`src/rtl/pl_if_stage.sv`:
```
// pl_if_stage: instruction-fetch stage of the 5-stage MIPS pipeline.
// Holds the PC, fetches over a req/ack handshake and loads the IF/ID
// register. A one-entry buffer parks a fetched word across load-use stalls.
// Optional performance counters are built when PL_IF_PERF_CNT_EN is defined;
// otherwise cnt_ifstall and cnt_instr read as constant zero.
module pl_if_stage #(
  parameter logic [31:0] RESET_PC = 32'h0000_0000
) (
  input  logic        clock,
  input  logic        resetn,
  input  logic        nostall,
  input  logic [1:0]  pcsource,
  input  logic [31:0] bpc,
  input  logic [31:0] da,
  input  logic [31:0] jpc,
  output logic        imem_req,
  output logic [31:0] imem_addr,
  input  logic        imem_ack,
  input  logic [31:0] imem_rdata,
  output logic [31:0] dpc4,
  output logic [31:0] dinst,
  output logic        ifstall,
  output logic [31:0] cnt_ifstall,
  output logic [31:0] cnt_instr
);

  typedef enum logic {
    FETCH = 1'b0,
    HOLD  = 1'b1
  } state_t;

  state_t      state;
  logic [31:0] pc;
  logic [31:0] ibuf;
  logic [31:0] pc4;
  logic [31:0] npc;
  logic [31:0] word;
  logic        advance;
  logic        park;

  // Handshake outputs derive directly from state, pc and ack.
  assign imem_req  = resetn & (state == FETCH);
  assign imem_addr = pc;
  assign ifstall   = (state == FETCH) & ~imem_ack;

  assign pc4     = pc + 32'd4;
  assign advance = (state == FETCH) ? (imem_ack & nostall) : nostall;
  assign park    = (state == FETCH) & imem_ack & ~nostall;
  assign word    = (state == HOLD) ? ibuf : imem_rdata;

  // Next-PC select from ID; targets are forced word-aligned.
  always_comb begin
    npc = pc4;
    case (pcsource)
      2'b00: npc = pc4;
      2'b01: npc = bpc;
      2'b10: npc = da;
      2'b11: npc = jpc;
      default: npc = pc4;
    endcase
    npc[1:0] = 2'b00;
  end

  // Fetch FSM, PC, holding buffer and IF/ID register.
  always_ff @(posedge clock or negedge resetn) begin
    if (!resetn) begin
      state <= FETCH;
      pc    <= RESET_PC;
      ibuf  <= '0;
      dinst <= '0;
      dpc4  <= '0;
    end else if (advance) begin
      dinst <= word;
      dpc4  <= pc4;
      pc    <= npc;
      state <= FETCH;
    end else if (park) begin
      ibuf  <= imem_rdata;
      state <= HOLD;
    end
  end

`ifdef PL_IF_PERF_CNT_EN
  // Stall-cycle and fetched-instruction counters, wrapping mod 2^32.
  always_ff @(posedge clock or negedge resetn) begin
    if (!resetn) begin
      cnt_ifstall <= '0;
      cnt_instr   <= '0;
    end else begin
      if (ifstall) cnt_ifstall <= cnt_ifstall + 32'd1;
      if (advance) cnt_instr   <= cnt_instr + 32'd1;
    end
  end
`else
  assign cnt_ifstall = '0;
  assign cnt_instr   = '0;
`endif

endmodule

```
`config.mk`:
```
export PLATFORM = sky130hd
export DESIGN_NAME = pl_if_stage
export DESIGN_NICKNAME = d
export VERILOG_FILES = /design/src/rtl/pl_if_stage.sv
export SDC_FILE = /design/constraint.sdc
export NUM_CORES = 1
export LEC_CHECK = 0
export ABC_AREA = 1
export CAP_MARGIN = 25
export CORE_MARGIN = 5
export CORE_UTILIZATION = 44
export DETAILED_ROUTE_END_ITERATION = 7
export GPL_TIMING_DRIVEN = 0
export PLACE_DENSITY = 0.92
export RECOVER_POWER = 100
export SKIP_CTS_REPAIR_TIMING = 1
export SYNTH_ARGS = -nofsm -noshare
export SYNTH_HDL_FRONTEND = slang
export SYNTH_SLANG_ARGS = --single-unit
```
`constraint.sdc`:
```
create_clock -name clock -period 1.7 [get_ports clock]
set_input_delay 0.51 -clock clock [delete_from_list [all_inputs] [get_ports clock]]
set_output_delay 0.51 -clock clock [all_outputs]
set_load 0.05 [all_outputs]
```
==> results.yml, run 1 <==
floorplanning:
  row_count: 46
  num_io_pins: 296
  coreArea_sq_mm: 0.0159
  die_x_um: 137
  fp.dieH_um: 137
  die_area_sq_mm: 0.0189
  start_util: 0.449
synthesis:
  synthCells: 923
  synth.distinct_cells: 39
  yosysTopAreaCell: "dfrtp_1"
  synthTopCellsByArea: "dfrtp_1, nand2_1, buf_4"
  synth-seq-cells: 125
  synth_top_area_frac: 0.439
  syn_avg_cell_area_sq_um: 7.73
  seq_area_frac_synth: 0.439
  synth-async-reset-ratio: 1.00
  synth_edf_count: 0
  ys_warn_count: 0
  synth-main-ff-cell: "dfrtp_1"
  syn-cell-area_sq_mm: 0.00713
route:
  drtPass1Iterations: 5
  routed_wl_um: 26600
  drc_errors: 0
  vias: 7418
  routedWlPerCell_um: 18.1
  vias_per_cell: 5.04
  detail_route.iter0.violations: 417
  ant_nets: 0
clock_network:
  clk_path_buf_depth: 2
  htreeDepth: 4
  clock-sinks: 125
  cts-buffers-inserted: 17
  clk_latency_ns: 0.42
  cts_tree: "yes"
  clkTransAtPathRegs_ns: 0.06
  cts-root-buf: "clkbuf_16"
finish:
  instances_no_fill: 1473
  layout-area-overhead-vs-synth_pct: 47.3
  n_fill_cell: 1269
  num-nets-final: 1378
  final_core_util: 0.661
  multi_input_area_sq_mm: 0.00354
  regArea_sq_mm: 0.00314
  drive_above_1_share: 0.270
worst_setup_path:
  critPathSlowestCell: "dfrtp_1"
  path_delay_family: "buffers and inverters"
  cp_num_buf_inv: 3
  critical_path.max_stage_delay_ns: 0.38
  critPathKind: "reg -> out"
  cp-start-kind: "flip-flop"
  critical_path_peak_fanout: 8
  cp.required_ns: 1.19
  crit_top_cell: "buf_6"
  crit_chain: "buf_6 -> buf_8 -> nor2_4 -> buf_6"
  critPathCaptureType: "output pin"
  cp_data_arrival_time_ns: 1.30
sta:
  rsz0062_at_grt: "true"
  post-route-period-util: 1.07
  hold_slack_ns: 0.0693
  hold_viol: 0
  post-route-min-period_ns: 1.81
  slew_viol_final: 0
  maxSlewHeadroom: 0.384
  fin_setup_tns_ns: -0.145
  worst_pin_slew_ns: 0.921
  setup_viol: 2
  fmax_ghz: 0.551
  finalClockSkew_ns: 0.00800
  fin_ws_ns: -0.114
min_path:
  holdCritPathClass: "in -> async"
outcome:
  violations: "setup timing"
  status: "finished with violations"
global_routing:
  grt_start_max_net_pins: 69
  grt.overflow.total: 0
  antenna_found_initial: 2
  grt_usage: 0.275
  first_global_vias: 7287
  grt_pass1_wl_um: 39100
job:
  maxCapViolations: 0
power_and_ir_drop:
  power_mw: 12.4
  p_leak_nw: 5.12
  power_density_mw_per_mm2: 1180
  irDropWorstVdd_mv: 0.881
place:
  io_buffers: 221
  dpl.cell_count: 1428
  globalplace.congestion: 0.966
  hpwlAfterDp_um: 20300
==> flip-flops by register name (all words and copies together), names as in the netlist <==
| signal | count |
|---|---|
| state | 1 |
| ibuf | 32 |
| dpc4 | 30 |
| imem_addr | 30 |
| dinst | 32 |
==> synthesized netlist by cell type (3+ instances only) <==
library cell,count
a21oi_1,15
mux2_2,31
a211oi_1,6
nand2_1,322
nand3_1,51
inv_2,3
o21ai_0,33
nor2_1,99
dfrtp_1,125
xnor2_1,4
a31oi_1,41
inv_1,41
nand2_2,5
buf_2,18
nor2_2,7
buf_4,70
o21ai_1,4
buf_1,6
nor2_4,5
clkbuf_1,13
==> worst register-to-register path: stages, from the launching register on <==
cell     delay (ns)
dfrtp_1        0.35
buf_6          0.15
nor2_4         0.05
buf_4          0.17
nor2_8         0.19
inv_4          0.07
buf_8          0.16
a21oi_1        0.13
nand3_1        0.15
o21ai_1        0.11
nor2_1         0.06
==> final timing paths <==
| kind | from | end | slack, ns | cells past startpoint |
|---|---|---|---|---|
| worst max-delay path | state$_DFFE_PN0P_ | imem_req | -0.11 | 4 |
| worst min-delay path | resetn | dpc4[13]$_DFFE_PN0N_ | 0.07 | 2 |
| worst max register to register | state$_DFFE_PN0P_ | imem_addr[17]$_DFFE_PN0N_ | 0.01 | 10 |
| worst min register to register | dpc4[31]$_DFFE_PN0N_ | dpc4[31]$_DFFE_PN0N_ | 0.49 | 2 |
| max in group asynchronous | resetn | imem_addr[19]$_DFFE_PN0N_ | 0.25 | 2 |
| min in group clock | dpc4[31]$_DFFE_PN0N_ | dpc4[31]$_DFFE_PN0N_ | 0.49 | 2 |
==> where the power goes <==
part / total (mW) / leakage (nW) / switching, mW / internal [mW]
combinational: 4.42 / 3.36 / 3.08 / 1.34
sequential: 4.04 / 1.45 / 0.506 / 3.53
clock: 3.90 / 0.306 / 1.41 / 2.49
==> cells by family (layout without fill, tap and decap cells) <==
kind of cell / after synthesis / count (layout) / share of synthesized area
fa+ha+maj: 1 / 1 / 0.00175
simple gates: 496 / 497 / 0.286
flops: 125 / 125 / 0.439
other cells: 1 / 69 / 0.000526
xor+xnor: 8 / 8 / 0.0119
mux: 32 / 32 / 0.0505
compound gates: 107 / 107 / 0.0884
buf+inv: 153 / 418 / 0.123
==> stage by stage <==
stage | setup WS (ns) | cell area [sq um]
floorplan | 0.0264 | 7390
global placement | -5.33 | 9870
detailed placement | -0.845 | 9900
CTS | -1.02 | 10500
global route | -0.160 | 10500
finish | -0.114 | 10500
==> area by class of cell <==
type / instances / share of cell area
Multi-Input combinational cell: 713 / 0.337
Tap cell: 216 / 0.0257
Timing Repair Buffer: 233 / 0.188
Clock inverter: 14 / 0.0185
Clock buffer: 18 / 0.0418
Sequential cell: 125 / 0.299
Buffer: 109 / 0.0733
Inverter: 44 / 0.0160
Antenna cell: 1 / 0.000238
==> cell usage in the layout, fill, tap and decap left out, drive strengths merged, types with 2 or more instances in the layout <==
master / instances
nand2: 328
buf: 126
dfrtp: 125
clkdlybuf4s50: 123
nor2: 113
clkbuf: 107
conb: 68
nand3: 53
inv: 44
a31oi: 41
o21ai: 37
mux2: 32
a21oi: 15
clkinv: 8
a211oi: 6
xnor2: 6
bufinv: 4
dlymetal6s2s: 3
xor2: 2
o21a: 2
clkinvlp: 2
o21bai: 2
==> metal layers <==
| layer | wire length [um] | vias up | track usage |
|---|---|---|---|
| met5 | 12 | - | 0 |
| met4 | 990 | 2 | 0.119 |
| met3 | 3060 | 76 | 0.112 |
| met2 | 13300 | 402 | 0.480 |
| met1 | 9230 | 3445 | 0.293 |
| li1 | - | 3493 | - |
(Power assumes the default switching activity.)
==> run 2, diff against run 1 <==
--- a/config.mk
+++ b/config.mk
@@ -10,10 +10,10 @@
 export CORE_MARGIN = 5
 export CORE_UTILIZATION = 44
 export DETAILED_ROUTE_END_ITERATION = 7
-export GPL_TIMING_DRIVEN = 0
 export PLACE_DENSITY = 0.92
 export RECOVER_POWER = 100
 export SKIP_CTS_REPAIR_TIMING = 1
+export SKIP_LAST_GASP = 1
 export SYNTH_ARGS = -nofsm -noshare
 export SYNTH_HDL_FRONTEND = slang
 export SYNTH_SLANG_ARGS = --single-unit
==> run 2 against run 1 <==
- the run still ends with setup timing left
- register-to-register slack improved by 0.06 ns
- clock skew grew 0.0016 ns
- clock power decreased by 2%
- cell area rose by 9.1%
- first-iteration DRC count increased by 25%
- combinational power grew 29%
- die area unchanged
- cell count fell by 3.8%
- core utilization grew 6.0 points
- non-clock buffer count decreased by 55
- sequential share of layout area is 2.5 points lower
- flip-flop and latch count unchanged
- highest routed layer is now met4
==> results.yml, run 2 (synthesized netlist as in run 1, its figures left out) <==
sta:
  post-route-period-util: 1.04
  finalClockSkew_ns: 0.00964
  maxSlewHeadroom: 0.217
  setup_viol: 2
  hold_viol: 0
  rsz0062_at_grt: "true"
  worst_pin_slew_ns: 1.17
  post-route-min-period_ns: 1.77
  slew_viol_final: 0
  fin_ws_ns: -0.0653
  fmax_ghz: 0.566
global_routing:
  grt_usage: 0.270
  grt_pass1_wl_um: 39000
  grt_start_max_net_pins: 126
  antenna_found_initial: 1
  grt.overflow.total: 0
  first_global_vias: 7414
floorplanning:
  start_util: 0.449
  coreArea_sq_mm: 0.0159
  num_io_pins: 296
  row_count: 46
  fp.dieH_um: 137
  die_area_sq_mm: 0.0189
  die_x_um: 137
route:
  ant_nets: 0
  vias_per_cell: 5.20
  routed_wl_um: 26200
  vias: 7364
  drc_errors: 0
  drtPass1Iterations: 6
  routedWlPerCell_um: 18.5
  detail_route.iter0.violations: 522
place:
  io_buffers: 221
  globalplace.congestion: 0.960
  hpwlAfterDp_um: 19400
  dpl.cell_count: 1377
power_and_ir_drop:
  irDropWorstVdd_mv: 0.839
  power_mw: 13.7
  p_leak_nw: 5.30
  power_density_mw_per_mm2: 1200
clock_network:
  cts-buffers-inserted: 17
  cts-root-buf: "clkbuf_16"
  cts_tree: "yes"
  clk_path_buf_depth: 2
  htreeDepth: 4
  clock-sinks: 125
  clk_latency_ns: 0.42
  clkTransAtPathRegs_ns: 0.06
finish:
  final_cell_mix: "nand2_1, clkdlybuf4s50_1, dfrtp_1"
  drive_above_1_share: 0.233
  num-nets-final: 1322
  n_fill_cell: 1090
  regArea_sq_mm: 0.00314
  layout_commonest_cell: "nand2_1"
  instances_no_fill: 1417
  reg_top3: "dinst x32, ibuf x32"
  multi_input_area_sq_mm: 0.00347
  final_core_util: 0.721
  layout-area-overhead-vs-synth_pct: 60.6
outcome:
  violations: "setup timing"
  status: "finished with violations"
min_path:
  holdCritPathClass: "in -> async"
worst_setup_path:
  critical_path_peak_fanout: 5
  cp_data_arrival_time_ns: 1.26
  cp.required_ns: 1.19
  critPathKind: "reg -> out"
  cp-start-kind: "flip-flop"
  critPathCaptureType: "output pin"
job:
  maxCapViolations: 0
==> run 2: cell count changes in the layout (fill, tap and decap cells not counted), moves of 3 or more <==
cell,change
a211oi_1,+3
clkbuf_8,+3
clkbuf_2,-71
buf_2,-18
buf_4,-45
clkbuf_4,-13
buf_8,-3
nor2_2,+3
nor2_4,-4
clkbuf_1,-5
buf_12,+100
==> run 2: through the flow <==
| step | TNS (ns) | hold WS, ns | cell area [sq um] | worst slack, ns |
|---|---|---|---|---|
| detailed placement | -35.69 | 0.493 | 10600 | -0.449 |
| finish | -0.0886 | 0.447 | 11500 | -0.0653 |
| floorplan | 0 | 0.214 | 7390 | 0.0264 |
| CTS | -0.524 | 0.305 | 11300 | -0.290 |
| global route | -0.489 | 0.529 | 11500 | -0.107 |
| global placement | -29.05 | 0.474 | 10600 | -0.391 |
==> run 2: area by class of cell <==
type,count,area share
Timing Repair Buffer,287,0.330
Multi-Input combinational cell,712,0.303
Antenna cell,1,0.000218
Clock buffer,20,0.0407
Inverter,44,0.0144
Clock inverter,12,0.0139
Tap cell,216,0.0236
Sequential cell,125,0.274
==> run 2: worst paths after layout <==
check	cells past startpoint	slack [ns]	startpoint	endpoint
max	3	-0.07	state$_DFFE_PN0P_	ifstall
min in group clock	1	0.51	ibuf[31]$_DFFE_PN0P_	ibuf[31]$_DFFE_PN0P_
min	2	0.45	resetn	dpc4[27]$_DFFE_PN0N_
max in group asynchronous	2	0.41	resetn	state$_DFFE_PN0P_
min reg2reg	1	0.51	ibuf[31]$_DFFE_PN0P_	ibuf[31]$_DFFE_PN0P_
max reg2reg	8	0.07	imem_addr[3]$_DFFE_PN0N_	dpc4[16]$_DFFE_PN0N_
==> run 2: worst max-delay path, cell delays in order (launching register included) <==
cell	delay (ns)
dfrtp_2	0.46
nor2_4	0.11
buf_4	0.14
buf_12	0.13
==> run 2: layer usage <==
metal	routed length [um]	GRT usage
met1	8710	0.275
met3	3060	0.104
met4	1110	0.120
met5	0	0
met2	13300	0.489
==> run 2: power by group <==
part           switching (mW)  internal [mW]  total [mW]  leakage [nW]
clock                    1.40           2.43        3.83         0.303
sequential              0.636           3.53        4.17          1.45
combinational            3.19           2.54        5.72          3.54
total                    5.23           8.50        13.7          5.30
==> run 3, diff against run 2 <==
--- a/config.mk
+++ b/config.mk
@@ -7,10 +7,10 @@
 export LEC_CHECK = 0
 export ABC_AREA = 1
 export CAP_MARGIN = 25
-export CORE_MARGIN = 5
+export CORE_MARGIN = 4
 export CORE_UTILIZATION = 44
 export DETAILED_ROUTE_END_ITERATION = 7
-export PLACE_DENSITY = 0.92
+export PLACE_DENSITY = 0.81
 export RECOVER_POWER = 100
 export SKIP_CTS_REPAIR_TIMING = 1
 export SKIP_LAST_GASP = 1
==> run 3 against run 2 <==
- the flow still finishes with violations (setup timing)
- largest cell class unchanged
- sequential power is essentially flat
- worst setup slack better by 0.0076 ns
- non-clock buffer count is 4 higher
==> results.yml, run 3 (synthesized netlist as in run 1, its figures left out) <==
global_routing:
  antenna_found_initial: 0
  grt_usage: 0.253
  grt_pass1_wl_um: 36300
  grt_start_max_net_pins: 126
  grt.overflow.total: 0
  first_global_vias: 7009
finish:
  layout_commonest_cell: "nand2_1"
  reg_top3: "dinst x32, ibuf x32"
  num-nets-final: 1326
  layout-area-overhead-vs-synth_pct: 59.9
  drive_above_1_share: 0.226
  instances_no_fill: 1420
  final_core_util: 0.718
  final_cell_mix: "nand2_1, clkdlybuf4s50_1, dfrtp_1"
  n_fill_cell: 1185
  diodes: 0
clock_network:
  cts-buffers-inserted: 17
  clock-sinks: 125
  clk_path_buf_depth: 2
  cts_tree: "yes"
  htreeDepth: 4
  clk_latency_ns: 0.42
  clkTransAtPathRegs_ns: 0.06
  cts-root-buf: "clkbuf_16"
place:
  hpwlAfterDp_um: 17700
  pre_cts_slack_ns: -0.407
  globalplace.congestion: 0.910
  dpl.cell_count: 1381
  io_buffers: 221
route:
  vias_per_cell: 4.94
  detail_route.iter0.violations: 416
  vias: 7011
  routedWlPerCell_um: 16.9
  ant_nets: 0
  drtPass1Iterations: 5
  drc_errors: 0
  routed_wl_um: 24000
worst_setup_path:
  critical_path_peak_fanout: 3
  critPathSlowestCell: "dfrtp_2"
  cp.required_ns: 1.19
  critPathKind: "reg -> out"
  critPathCaptureType: "output pin"
  cp-start-kind: "flip-flop"
  crit_chain: "nor2_4 -> buf_4 -> buf_12"
  critical_path.max_stage_delay_ns: 0.45
  cp_data_arrival_time_ns: 1.25
power_and_ir_drop:
  power_mw: 13.3
  power_density_mw_per_mm2: 1170
  irDropWorstVdd_mv: 0.908
  p_leak_nw: 5.29
floorplanning:
  fp.dieH_um: 135
  row_count: 46
  start_util: 0.449
  die_area_sq_mm: 0.0183
  coreArea_sq_mm: 0.0159
  num_io_pins: 296
  die_x_um: 135
sta:
  maxSlewHeadroom: 0.508
  post-route-min-period_ns: 1.76
  fmax_ghz: 0.569
  rsz0062_at_grt: "true"
  hold_viol: 0
  fin_ws_ns: -0.0577
  setup_viol: 2
  worst_pin_slew_ns: 0.738
  slew_viol_final: 0
  finalClockSkew_ns: 0.00664
  post-route-period-util: 1.03
outcome:
  violations: "setup timing"
  status: "finished with violations"
job:
  maxCapViolations: 0
min_path:
  holdCritPathClass: "in -> async"
[run 3: worst paths after layout]
| path | endpoint | slack [ns] | depth (start not counted) | startpoint |
|---|---|---|---|---|
| max | ifstall | -0.06 | 3 | state$_DFFE_PN0P_ |
| min | dpc4[28]$_DFFE_PN0N_ | 0.20 | 2 | resetn |
| max reg2reg | dinst[31]$_DFFE_PN0N_ | 0.07 | 6 | state$_DFFE_PN0P_ |
| min reg2reg | ibuf[6]$_DFFE_PN0P_ | 0.50 | 1 | ibuf[6]$_DFFE_PN0P_ |
| max in group asynchronous | imem_addr[22]$_DFFE_PN0N_ | 0.85 | 2 | resetn |
| min in group clock | ibuf[6]$_DFFE_PN0P_ | 0.50 | 1 | ibuf[6]$_DFFE_PN0P_ |
[run 3: power by group]
group	internal [mW]	switching, mW	leakage (nW)
clock	2.14	1.40	0.276
combinational	2.54	3.12	3.56
sequential	3.53	0.609	1.45
total	8.21	5.13	5.29
[run 3: worst max-delay path, delay by kind of cell (launching register included)]
kind,cells,cell delay [ns]
buffers and inverters,2,0.27
and+or+nand+nor,1,0.11
DFF,1,0.45
[run 3: routing by layer]
layer,wire [um],part of all wire,up-vias,track usage
met2,11900,0.50,315,0.429
met4,786,0.033,0,0.101
met3,2460,0.10,52,0.103
met1,8870,0.37,3270,0.285
li1,-,-,3374,-
met5,0,0,-,0
[run 3: per-stage QoR]
stage | instance area (sq um) | hold slack [ns] | TNS [ns]
after CTS | 11300 | 0.289 | -0.552
after detailed placement | 10700 | 0.486 | -33.95
after global routing | 11400 | 0.259 | -0.245
after global placement | 10700 | 0.474 | -33.06
final | 11400 | 0.196 | -0.109
after floorplan | 7390 | 0.214 | 0
[run 3: cell type report]
cell class | instances | area [sq um] | area share
Inverter | 44 | 165 | 0.0145
Tap cell | 216 | 270 | 0.0237
Sequential cell | 125 | 3140 | 0.275
Timing Repair Buffer | 291 | 3820 | 0.335
Clock inverter | 11 | 110 | 0.00965
Clock buffer | 21 | 470 | 0.0412
Multi-Input combinational cell | 712 | 3430 | 0.301
